**config.mk**
```make
export PLATFORM = sky130hd
export DESIGN_NAME = regfile_dump_tx
export DESIGN_NICKNAME = d
export VERILOG_FILES = /design/src/rtl/regfile_dump_tx.sv
export SDC_FILE = /design/constraint.sdc
export NUM_CORES = 1
export LEC_CHECK = 0
export BUFFER_PORTS_ARGS = -buffer_cell sky130_fd_sc_hd__clkbuf_2
export CORE_MARGIN = 5
export CORE_UTILIZATION = 56
export CTS_BUF_LIST = sky130_fd_sc_hd__clkbuf_16
export CTS_CLUSTER_SIZE = 14
export DETAILED_ROUTE_END_ITERATION = 16
export PLACE_DENSITY = 0.82
export REMOVE_ABC_BUFFERS = 1
export SLEW_MARGIN = 20
export SYNTH_ARGS = -nofsm -noshare
export SYNTH_HDL_FRONTEND = slang
export SYNTH_SLANG_ARGS = --single-unit
```
**constraint.sdc**
```tcl
create_clock -name clk -period 3.2 [get_ports clk]
set_input_delay 0.48 -clock clk [delete_from_list [all_inputs] [get_ports clk]]
set_output_delay 0.48 -clock clk [all_outputs]
set_load 0.02 [all_outputs]
```
**src/rtl/regfile_dump_tx.sv**
```systemverilog
// rtl/regfile_dump_tx.sv - framed byte-stream dump of the PC and the register file
//
// On a start pulse the PC is captured and all NUM_REGS register-file entries
// are read through a spare asynchronous read port. They are sent as
// HDR_BYTE, PC[31:0], reg0..reg(NUM_REGS-1), each word MSB first.
// Compile-time option REGDUMP_CHECKSUM_EN appends an XOR checksum byte
// covering every byte after the header.
//
// Ports:
//   clk        in   core clock, rising-edge
//   rst        in   asynchronous active-high reset
//   start      in   request a dump (sampled in IDLE only)
//   pc_in      in   [31:0] current PC
//   rf_rd_addr out  [4:0]  register-file read address
//   rf_rd_data in   [31:0] register-file read data (combinational)
//   tx_data    out  [7:0]  byte offered to the sink
//   tx_valid   out  tx_data valid
//   tx_ready   in   sink accepts; transfer = tx_valid & tx_ready
//   busy       out  frame in progress
//   done       out  one-cycle pulse after the last byte transfers

module regfile_dump_tx #(
  parameter int         NUM_REGS = 32,
  parameter logic [7:0] HDR_BYTE = 8'hA5
) (
  input  logic        clk,
  input  logic        rst,
  input  logic        start,
  input  logic [31:0] pc_in,
  output logic [4:0]  rf_rd_addr,
  input  logic [31:0] rf_rd_data,
  output logic [7:0]  tx_data,
  output logic        tx_valid,
  input  logic        tx_ready,
  output logic        busy,
  output logic        done
);

  localparam int RIW = (NUM_REGS > 1) ? $clog2(NUM_REGS) : 1;

  typedef enum logic [2:0] {
    S_IDLE = 3'd0,
    S_HDR  = 3'd1,
    S_PC   = 3'd2,
    S_REG  = 3'd3,
`ifdef REGDUMP_CHECKSUM_EN
    S_CSUM = 3'd4,
`endif
    S_DONE = 3'd5
  } state_t;

  state_t           state_q, state_d;
  logic [31:0]      word_q;
  logic [1:0]       byte_cnt;
  logic [RIW-1:0]   reg_idx;
  logic [7:0]       word_byte;
  logic             xfer;
  logic             word_end;
  logic             last_reg;
`ifdef REGDUMP_CHECKSUM_EN
  logic [7:0]       csum_q;
`endif

  assign xfer     = tx_valid & tx_ready;
  assign word_end = (byte_cnt == 2'd3);
  assign last_reg = (reg_idx == RIW'(NUM_REGS - 1));

  // Byte of the current word, MSB first.
  always_comb begin
    word_byte = word_q[31:24];
    case (byte_cnt)
      2'd0:    word_byte = word_q[31:24];
      2'd1:    word_byte = word_q[23:16];
      2'd2:    word_byte = word_q[15:8];
      default: word_byte = word_q[7:0];
    endcase
  end

  always_ff @(posedge clk or posedge rst) begin
    if (rst) state_q <= S_IDLE;
    else     state_q <= state_d;
  end

  always_comb begin
    state_d = state_q;
    case (state_q)
      S_IDLE: if (start) state_d = S_HDR;
      S_HDR:  if (xfer) state_d = S_PC;
      S_PC:   if (xfer && word_end) state_d = S_REG;
      S_REG:  if (xfer && word_end && last_reg)
`ifdef REGDUMP_CHECKSUM_EN
                state_d = S_CSUM;
      S_CSUM: if (xfer) state_d = S_DONE;
`else
                state_d = S_DONE;
`endif
      S_DONE: state_d = S_IDLE;
      default: state_d = S_IDLE;
    endcase
  end

  // Outputs depend only on registered state, so they cannot change during a stall.
  always_comb begin
    tx_valid = 1'b0;
    tx_data  = 8'h00;
    busy     = 1'b0;
    done     = 1'b0;
    case (state_q)
      S_HDR: begin
        tx_valid = 1'b1;
        tx_data  = HDR_BYTE;
        busy     = 1'b1;
      end
      S_PC, S_REG: begin
        tx_valid = 1'b1;
        tx_data  = word_byte;
        busy     = 1'b1;
      end
`ifdef REGDUMP_CHECKSUM_EN
      S_CSUM: begin
        tx_valid = 1'b1;
        tx_data  = csum_q;
        busy     = 1'b1;
      end
`endif
      S_DONE: done = 1'b1;
      default: ;
    endcase
  end

  // Datapath. rf_rd_addr always points one word ahead of what is being sent,
  // so the next word can be loaded whole on the last byte of the current one.
  always_ff @(posedge clk or posedge rst) begin
    if (rst) begin
      word_q     <= '0;
      byte_cnt   <= '0;
      reg_idx    <= '0;
      rf_rd_addr <= '0;
`ifdef REGDUMP_CHECKSUM_EN
      csum_q     <= '0;
`endif
    end else begin
      case (state_q)
        S_IDLE: begin
          rf_rd_addr <= '0;
          if (start) begin
            word_q   <= pc_in;
            byte_cnt <= '0;
            reg_idx  <= '0;
`ifdef REGDUMP_CHECKSUM_EN
            csum_q   <= '0;
`endif
          end
        end
        S_PC, S_REG: begin
          if (xfer) begin
            byte_cnt <= byte_cnt + 2'd1;
`ifdef REGDUMP_CHECKSUM_EN
            csum_q   <= csum_q ^ word_byte;
`endif
            if (word_end) begin
              word_q     <= rf_rd_data;
              rf_rd_addr <= rf_rd_addr + 5'd1;
              if (state_q == S_REG) reg_idx <= reg_idx + RIW'(1);
            end
          end
        end
        S_DONE: rf_rd_addr <= '0;
        default: ;
      endcase
    end
  end

endmodule
```
==> metrics <==
worst-skew pair later-pin latency=0.28 ns; Root Driver=clkbuf_16; total of max-cap violations=0; startpoint types=register; CTS tree=yes; Final WS setup=0.657 ns; final hold viol count=0; pre-CTS setup slack=0.948 ns; Post-DP HPWL=4180 um; Power Dens Cells=804 nW/um2; RSZ-0062 raised after global routing=no; Main synth FF type=dfrtp_1; Initial Util=0.582; Syn Area/Cell=11.6 um2; Post-CTS Repair Setup Buffers=0; I/O Pins=84; vias per cell=5.44; area of the core=4750 um2; leading cell type in the layout, fill and taps excluded=clkbuf_2; CP max FO=8; Mapped Area=2770 um2; # rows=25; Slew Limit Fails=0; placer congestion estimate=0.756; Reg2Reg Setup Slack=0.93 ns; number of port buffers=83; capturing point of the worst reg2reg path=word_q[4]; PostCTS Resize Cnt=0; Static Leak=1.56 nW; Total Neg Setup Slack=0 ns; status=finished clean; DR WL/cell=15.1 um; DR pass1 iterations=5; critical path class=register to output pin; Clock Pin Slew Worst Setup and Hold Paths=0.06 ns; cts hold-fix bufs=0; maximum VDD drop=466 uV; chip height=80.3 um; Tcrit/Tclk final=0.795; largest net degree at the start of global routing=48; vias in the first global route=2136; gr ovfl total=0; initial antenna violation count=0; fin nets=388; Yosys warnings=0; # diodes=0; crit path DAT=2.06 ns; Final min period=2.54 ns; Synth Instances=238; Worst Tran Pin Value=0.783 ns; final setup vio count=0; chip width=80.3 um; worst reg2reg path depth=4; dominant cell type by area after synthesis=dfrtp_1; Total GRT Usage=0.193; Layout area overhead=19.0%; CTS Sinks=47; layout cells sized above 1=0.518; post-synthesis sequential area ratio=0.425; H-tree depth=2; Rel. slew slack=0.477; via count=2068; Async SR Flop Fraction=1.00; Yosys reg bits=47; FMAX=393 MHz; Max Clock Skew=0.00653 ns; Yosys top cell area share=0.425; Max Root-Sink Buffers=2; die area=6450 um2; CP required=2.72 ns; first-pass GRT wire length=9650 um; main area contributors after synthesis=dfrtp_1 42%, mux2_2 26%, ha_1 3.2%; clock buffer count from CTS=5; Worst Hold Class=input port to asynchronous set/reset pin; Final ANT Viol Nets=0; EDFF count, synth=0; most frequent cells in the layout=83 x clkbuf_2, 65 x mux2_2, 47 x dfrtp_1; Crit. End Element=output pin; FF-to-FF Start=state_q[2]; DR DRC count=0; Synth cell types=41; Final Routed Wirelength=5740 um; DRT iter0 DRCs=136
[cells in the mapped netlist (all sizes together), types with 2 or more instances]
| library cell | n |
|---|---|
| nand2 | 12 |
| o21ai | 8 |
| mux2i | 5 |
| nor2 | 10 |
| nor3 | 2 |
| or3b | 2 |
| a21o | 5 |
| mux2 | 65 |
| clkbuf | 5 |
| a21oi | 5 |
| nand2b | 4 |
| xor2 | 2 |
| o21a | 4 |
| a222oi | 8 |
| dfrtp | 47 |
| a22o | 2 |
| buf | 13 |
| nor2b | 2 |
| or3 | 2 |
| nand3 | 4 |
| inv | 10 |
| ha | 7 |
[cells by family after synthesis]
| family | count (synthesis) | synth area share |
|---|---|---|
| AO/OA/AOI/OAI | 39 | 0.108 |
| XOR/XNOR | 2 | 0.00633 |
| adder cells (fa/ha/maj) | 7 | 0.0316 |
| buffers and inverters | 28 | 0.0606 |
| flip-flops | 47 | 0.425 |
| multiplexers | 70 | 0.283 |
| AND/OR/NAND/NOR | 45 | 0.0864 |
[critical path, stage by stage (launching register included)]
cell and delay, ns:
dfrtp_1 0.41, inv_1 0.11, ha_1 0.34, a222oi_1 0.37, o21ai_0 0.17, a21o_1 0.23
clkbuf_2 0.15
[area by class of cell]
type                            count  area, um2
Tap cell                           67       83.8
Multi-Input combinational cell    163       1420
Fill cell                         383       1460
Clock buffer                        5        125
Clock inverter                      2       8.76
Sequential cell                    47       1180
Inverter                           10       38.8
Timing Repair Buffer               86        438
[worst max path at each step]
| stage | start | endpoint | depth (start not counted) |
|---|---|---|---|
| 2_1_floorplan | state_q[1] | tx_data[1] | 2 |
| 5_1_grt | state_q[2] | tx_data[4] | 4 |
| 3_3_place_gp | state_q[2] | word_q[4] | 4 |
| 4_1_cts | byte_cnt[0] | tx_data[7] | 6 |
| 6_report | byte_cnt[0] | tx_data[7] | 6 |
| 3_5_place_dp | state_q[2] | word_q[19] | 4 |
[flip-flops by register name, indices dropped and copies added, names as in the netlist]
signal / cells
word_q: 32
reg_idx: 5
byte_cnt: 2
rf_rd_addr: 5
state_q: 3
[report_power, final]
group          internal (mW)  switching (mW)
combinational          0.559           0.561
sequential             0.863           0.180
clock                  0.281           0.204
[metrics by stage]
step           cells  total power [mW]  area [um2]  utilization  hold WS [ns]
2_1_floorplan    220              1.83        2640            -         0.480
3_3_place_gp     373              2.12        3160        0.664         0.458
3_5_place_dp     373              2.18        3160        0.664         0.476
4_1_cts          380              2.67        3290        0.693         0.439
5_1_grt          380              2.83        3290        0.693         0.386
6_report         380              2.65        3290        0.693         0.302
[metal layers]
metal,vias to the layer above,GRT usage,wire [um]
met5,-,0,0
met4,0,0.0845,142
met3,9,0.0426,371
met2,67,0.331,2840
met1,981,0.232,2390
li1,1011,-,-
Note: power is estimated with default switching activity, not from simulation.
